[config.mk]
export PLATFORM = sky130hd
export DESIGN_NAME = weight_bank_receiver
export DESIGN_NICKNAME = d
export VERILOG_FILES = /design/src/rtl/nn_ctrl_pkg.sv /design/src/rtl/start_edge_detect.sv /design/src/rtl/weight_bank_receiver.sv
export SDC_FILE = /design/constraint.sdc
export NUM_CORES = 1
export LEC_CHECK = 0
export BUFFER_PORTS_ARGS = -buffer_cell sky130_fd_sc_hd__buf_2
export CAP_MARGIN = 25
export CORE_MARGIN = 4
export CORE_UTILIZATION = 55
export CTS_CLUSTER_SIZE = 12
export DETAILED_ROUTE_END_ITERATION = 8
export MAX_ROUTING_LAYER = met4
export PLACE_DENSITY = 0.75
export SLEW_MARGIN = 20
export SYNTH_ARGS = -nofsm -noshare
export SYNTH_HDL_FRONTEND = slang
export SYNTH_HIERARCHICAL = 1
export SYNTH_SLANG_ARGS = --single-unit
[constraint.sdc]
create_clock -name clk -period 4.58 [get_ports clk]
set_input_delay 0.229 -clock clk [delete_from_list [all_inputs] [get_ports clk]]
set_output_delay 0.229 -clock clk [all_outputs]
set_load 0.02 [all_outputs]
[src/rtl/nn_ctrl_pkg.sv]
// Shared definitions for the weight bank receiver: default geometry of the
// bank and the controller state encoding.
package nn_ctrl_pkg;

  localparam int NUM_UNITS = 4;
  localparam int DATA_W    = 32;
  localparam int ADDR_W    = 2;

  typedef enum logic [1:0] {
    IDLE   = 2'd0,
    STREAM = 2'd1,
    DONE   = 2'd2
  } state_t;

endpackage

[src/rtl/start_edge_detect.sv]
// Registered rising-edge detector for the loader start request.
// Ports:
//   clk        in   single clock, posedge
//   reset      in   asynchronous, active-high
//   start      in   level start request
//   start_edge out  high for the cycle in which start rises
module start_edge_detect (
  input  logic clk,
  input  logic reset,
  input  logic start,
  output logic start_edge
);

  logic start_prev;

  always_ff @(posedge clk or posedge reset) begin
    if (reset) begin
      start_prev <= 1'b0;
    end else begin
      start_prev <= start;
    end
  end

  // A level held high produces a single edge.
  assign start_edge = start & ~start_prev;

endmodule

[src/rtl/weight_bank_receiver.sv]
// Receives NUM_UNITS words from the ROM loader into a register bank and, on a
// start request, replays them to the network datapath over a valid/ready
// stream before returning to idle.
// Ports:
//   clk, reset                 clock and asynchronous active-high reset
//   rom_output, address,
//   writeData                  loader write interface (one strobe per word)
//   start_network_controller   start request from the loader (edge-triggered)
//   weight_out, weight_index,
//   weight_valid, weight_ready streamed word, its index, and handshake
//   loaded_mask                bit i set once bank[i] has been written
//   busy                       high while streaming
//   done                       one-cycle pulse after the last beat
//   error                      sticky: start without full bank, or write while busy
module weight_bank_receiver
  import nn_ctrl_pkg::*;
#(
  parameter int NUM_UNITS = nn_ctrl_pkg::NUM_UNITS,
  parameter int DATA_W    = nn_ctrl_pkg::DATA_W,
  parameter int ADDR_W    = nn_ctrl_pkg::ADDR_W
) (
  input  logic                 clk,
  input  logic                 reset,
  input  logic [DATA_W-1:0]    rom_output,
  input  logic [ADDR_W-1:0]    address,
  input  logic                 writeData,
  input  logic                 start_network_controller,
  output logic [DATA_W-1:0]    weight_out,
  output logic [ADDR_W-1:0]    weight_index,
  output logic                 weight_valid,
  input  logic                 weight_ready,
  output logic [NUM_UNITS-1:0] loaded_mask,
  output logic                 busy,
  output logic                 done,
  output logic                 error
);

  localparam logic [ADDR_W-1:0] LAST_IDX = ADDR_W'(NUM_UNITS - 1);

  state_t                 state, state_nxt;
  logic [DATA_W-1:0]      bank [NUM_UNITS];
  logic [ADDR_W-1:0]      index;
  logic [NUM_UNITS-1:0]   wr_onehot;
  logic                   start_edge;
  logic                   bank_full;
  logic                   beat;

  start_edge_detect u_start_edge (
    .clk        (clk),
    .reset      (reset),
    .start      (start_network_controller),
    .start_edge (start_edge)
  );

  // The fullness check folds in a write landing in the same cycle as the
  // start edge, so the loader can issue its last write and start together.
  always_comb begin
    wr_onehot          = '0;
    wr_onehot[address] = writeData;
  end

  assign bank_full = &(loaded_mask | wr_onehot);
  assign beat      = weight_valid & weight_ready;

  always_comb begin
    state_nxt    = state;
    weight_valid = 1'b0;
    busy         = 1'b0;
    done         = 1'b0;
    case (state)
      IDLE: begin
        if (start_edge && bank_full) state_nxt = STREAM;
      end
      STREAM: begin
        weight_valid = 1'b1;
        busy         = 1'b1;
        if (beat && (index == LAST_IDX)) state_nxt = DONE;
      end
      DONE: begin
        done      = 1'b1;
        state_nxt = IDLE;
      end
      default: state_nxt = IDLE;
    endcase
  end

  always_ff @(posedge clk or posedge reset) begin
    if (reset) begin
      state <= IDLE;
    end else begin
      state <= state_nxt;
    end
  end

  // Index only moves on a beat and wraps to 0 after the last one, so it is
  // already 0 whenever a new stream begins.
  always_ff @(posedge clk or posedge reset) begin
    if (reset) begin
      index <= '0;
    end else if (state == STREAM && beat) begin
      index <= index + ADDR_W'(1);
    end
  end

  // Writes are accepted only in IDLE, so the bank is frozen while streaming
  // and the stream outputs stay stable under backpressure.
  always_ff @(posedge clk or posedge reset) begin
    if (reset) begin
      for (int i = 0; i < NUM_UNITS; i++) bank[i] <= '0;
    end else if (state == IDLE && writeData) begin
      bank[address] <= rom_output;
    end
  end

  // Mask is cleared on leaving DONE so every load needs a complete rewrite.
  always_ff @(posedge clk or posedge reset) begin
    if (reset) begin
      loaded_mask <= '0;
    end else if (state == DONE) begin
      loaded_mask <= '0;
    end else if (state == IDLE) begin
      loaded_mask <= loaded_mask | wr_onehot;
    end
  end

  always_ff @(posedge clk or posedge reset) begin
    if (reset) begin
      error <= 1'b0;
    end else if ((writeData && state != IDLE) ||
                 (state == IDLE && start_edge && !bank_full)) begin
      error <= 1'b1;
    end
  end

  assign weight_out   = bank[index];
  assign weight_index = index;

endmodule

After elaboration in Yosys (flattened, before gate mapping)
Index checks and enable logic that the tools add are counted.
{ "op_classes": {"addsub": 1, "magnitude_cmp": 5, "eq_ne": 5, "muxes": 15, "n_bitwise": 7, "n_reduce_logical": 16} }
{ "op_table": {"columns": ["cell", "n"], "rows": [
  ["128-bit bitwise mux", 1],
  ["32-bit 2-to-1 mux", 3],
  ["32-bit binary-select mux with 2-bit select", 1],
  ["32-bit demux with 2-bit select", 1],
  ["1-bit logical AND", 9],
  ["4-bit 2-to-1 mux", 2],
  ["3-bit >= comparator, second input constant", 2],
  ["2-bit inverter with 3-bit output", 2],
  ["4-bit bitwise AND", 1],
  ["2-bit == test, second input constant", 2],
  ["2-bit 2-to-1 mux", 2],
  ["2-bit inequality test, second input constant", 2],
  ["4-bit OR", 1],
  ["2-bit one-hot mux with 2 select lines", 1],
  ["4-bit AND reduction", 1],
  ["2-bit nonzero test", 2],
  ["2-bit by 3-bit < comparator with 1-bit output, second input constant", 1],
  ["3-bit by 1-bit < comparator with 1-bit output, second input constant", 1],
  ["1-bit 2-to-1 mux", 3],
  ["2-bit by 1-bit adder with 2-bit output, second input constant", 1],
  ["1-bit bitwise AND", 2],
  ["1-bit demux with 2-bit select", 1],
  ["2-bit by 1-bit == test with 1-bit output, second input constant", 1],
  ["2-bit by 1-bit >= comparator with 1-bit output, second input constant", 1],
  ["other kinds (5)", 5]
]} }
{ "totals": {"register_bits": 138, "out_inout_bits": 42, "wordCells": 58} }

Longest topological paths before layout
{ "depth": {"word_depth": 10, "ltp_mapped": 5} }

Modules after synthesis
Netlist, hierarchy kept.
{ "modules_own_cells": {"columns": ["mod", "n_inst", "cells_per_inst", "area_per_inst_um2"], "rows": [
  ["weight_bank_receiver", 1, 360, 5985.7],
  ["start_edge_detect", 1, 3, 42.5]
]} }

Worst setup path after synthesis
No wires, ideal clock.
{ "synth_path": {"path_type": "flip-flop to output port", "startpoint": "register index[0], in the netlist weight_index[0]", "endpoint": "output port weight_out[10]", "arrival_ns": 1.576, "setup_slack_ns": 2.775, "path_stages_with_launch": 4, "n_path_buf": 2, "path_cell_list": "dfrtp_1 -> buf_2 -> buf_2 -> mux4_2"} }
{ "synth_between": {"elab_chain_len": 4} }
{ "synth_rtl": {"columns": ["item", "line_no", "rtl"], "rows": [
  ["start, declared", "weight_bank_receiver.sv:42", "logic [ADDR_W-1:0] index;"],
  ["start signal, assigned", "weight_bank_receiver.sv:101", "index <= index + ADDR_W'(1);"],
  ["2-bit inverter with 3-bit output (implied by the code)", "weight_bank_receiver.sv:135", "assign weight_out = bank[index];"],
  ["32-bit binary-select mux with 2-bit select", "weight_bank_receiver.sv:135", null],
  ["32-bit 2-to-1 mux (implied by the code) (2 in series)", "weight_bank_receiver.sv:135", null],
  ["end, declared", "weight_bank_receiver.sv:28", "output logic [DATA_W-1:0] weight_out,"]
]} }
Every way passes these cells. The select of a mux whose other input is x is not followed.

Worst setup path after layout
{ "layout_path": {"startpoint": "register index[0], in the netlist weight_index[0]", "endpoint": "output port weight_out[28]"} }
The elaborated chain is that of the path after synthesis.

==> impl_results.md <==
- Outcome: finished, final reports clean
- Setup_tns: 0 ps
- Worst reg-to-reg setup slack: 2460 ps
- EDFF count, synth: 0
- H-Tree Depth: 4
- Placed wire-length estimate: 7.16 mm
- Max_slew headroom: 38.1%
- Met3 usage: 7.01%
- Startpoint Class: flop
- Reg2Reg Depth: 3
- Max IR drop VDD: 0.397 mV
- Top_reg_cell synth: dfrtp_1
- Initial antenna violation count: 0
- First-pass GRT wire length: 20.3 mm
- Ys async rst share: 100%
- Area growth syn-to-layout: 24.0%
- Skew-Pair Late Insertion Delay: 520 ps
- Worst-path maximum fanout: 26
- WP data arrival: between 2000 and 3000 ps
- Busiest grt layer: met2
- Cell Area, Synth: 6030 um^2
- R2R Path End: bank[24]
- Worst setup startpoint: weight_index[0]
- Mean Syn Cell Area: roughly 17 um^2
- PwrDens: 777 nW/um^2
- Syn Inst Count: 363
- Fmax: about 360 MHz
- Nets: 517
- Crit path time final: ~2800 ps
- IO Pins: 81
- Vias per cell: 5.58
- Final period util: between 60% and 70%
- Wire per inst: around 19 um
- Worst hold path type: in -> reg
- Seq/Total Area, Yosys: between 50% and 60%
- Gpl congestion: between 0.8 and 0.9
- Port-buffer cells: 80
- M1 GR Usage: 25.9%
- Reg-to-reg startpoint: state[1]
- Clock tree root buffer cell: clkbuf_8
- Largest net degree at the start of global routing: 57
- DIE AREA: 12700 um^2
- Starting Density: between 50% and 60%
- Final setup fails: 0
- Antenna Cells: 0
- CTS Sinks: 138
- Clock slew at reported path FFs: 60 ps
- Hold_ws: 45.9 ps
- Slowest CP cell: dfrtp_2
- Max incr delay on CP: 920 ps
- Max-slew violations: 0
- Clk buf depth: 2
- Met2 usage: 34.5%
- Total gr overflow: 0
- Worst Path Class, Setup: reg -> out
- RSZ-0062 raised after global routing: false
- DRT Wirelength: between 10 and 15 mm
- Fillers: ~730
- Power Total: about 5.8 mW
- Cell chain of the critical path: buf_4 -> mux4_2 -> buf_2
- Die width: 113 um
- Hold path start: writeData
- FF+latch count, synth: roughly 140
- Ys Warns: 6
- Mapped Nets: a little over 400
- CP Capture Type: output port
- DR DRC count: 0
- Share of cells above drive strength 1: around 60%
- Commonest non-fill, non-tap cells in the layout: dfrtp_1, mux2_2, buf_2, dlygate4sd3_1, mux4_2
- Drt initial violations: 100
- Num rows: 37
- Most common library cell in the layout ignoring fill and taps: dfrtp_1
- Core ar.: 10500 um^2
- Vias in the first global route: ~4000
- Num CTS Buffers: 17
- TritonCTS clock tree: built
- Via count: 3496
- Gr usage total: between 20% and 30%
- Synth unique cells: 29
- Tightest Pin Transition: between 900 and 1000 ps
- Die H: 113 um
- Antenna viol nets, final: 0
- Worst Setup EP: weight_out[28]
- Router iterations before antenna repair: 5
- Skew final: 4.89 ps
- Required time worst endpoint: 4350 ps
- # resized after CTS: 0
- Pleak: around 3.3 nW
- Max Cap Viol: 0
- Final Hold Viols: 0
- Final Util: 71.1%
## worst max-delay path: cells and delay by family, from the launching register on
| kind | cells | cell delay, ps |
|---|---|---|
| buf+inv | 2 | 560 |
| flops | 1 | 920 |
| mux | 1 | 540 |
## cell usage after synthesis, types with 2 or more instances
cell / count / share of area [%]
nor2b_1: 4 / 0.42
o21ai_0: 2 / 0.17
mux2i_1: 2 / 0.33
buf_6: 2 / 0.37
inv_1: 2 / 0.12
mux2_2: 128 / 24
clkbuf_1: 4 / 0.25
nor2_1: 6 / 0.37
nand2_1: 7 / 0.44
o2111ai_1: 2 / 0.29
a21oi_1: 4 / 0.33
dfrtp_1: 138 / 57
buf_2: 14 / 1.2
and3_1: 2 / 0.21
mux4_2: 32 / 12
## worst min-delay path by stage
stage,endpoint,slack [ps],cells after the start
floorplan,u_start_edge/start_prev,-40,1
global placement,u_start_edge/start_prev,90,2
detailed placement,u_start_edge/start_prev,100,2
CTS,error,20,3
global route,error,50,3
finish,error,50,3
## layout make-up
class                   count  area (um^2)  area share [%]
flip-flops and latches    138         3460            46.2
inverters                   2         10.0           0.134
multi-input cells         200         2440            32.7
clock buffers              18          428            5.72
clock inverters            14          195            2.61
repair buffers            118          773            10.3
well taps                 136          170            2.28
## logic make-up (layout without fill, tap and decap cells)
| family | after synthesis | count (layout) | synth area share, % |
|---|---|---|---|
| muxes | 163 | 163 | 36.4 |
| and+or+nand+nor | 24 | 24 | 2.39 |
| buffers and inverters | 25 | 152 | 2.35 |
| DFF | 138 | 138 | 57.3 |
| adders and majority gates | 1 | 1 | 0.208 |
| AOI/OAI and AO/OA | 11 | 11 | 1.18 |
| xor gates and xnor gates | 1 | 1 | 0.145 |
## registers in the layout, summed over array words and instances, names as in the netlist
signal                   flops
loaded_mask                  4
state                        2
bank                       128
error                        1
u_start_edge/start_prev      1
weight_index                 2
## what timing repair did
item | CTS | global route
setup buffers | 0 | 0
hold endpoints to repair | 179 | 0
hold buffers | 35 | 0
## report_power, final
part	switching (mW)	total (mW)	internal, mW
registers	0.436	2.26	1.82
clock network	0.518	1.42	0.902
logic	0.950	2.13	1.18
total	1.90	5.81	3.90
## metal layers
layer / vias up / wire [um]
met5: - / 0
met3: 14 / 480
li1: 1579 / -
met4: 0 / 142
met2: 63 / 6230
met1: 1840 / 5160
## metrics by stage
stage | setup WS [ps] | cell area, um^2 | std cells
floorplan | 683 | 6030 | 363
global placement | 2260 | 6500 | 559
detailed placement | 2270 | 6500 | 559
CTS | 1690 | 7470 | 626
global route | 1570 | 7470 | 626
finish | 1780 | 7470 | 626
(Power assumes the default switching activity.)
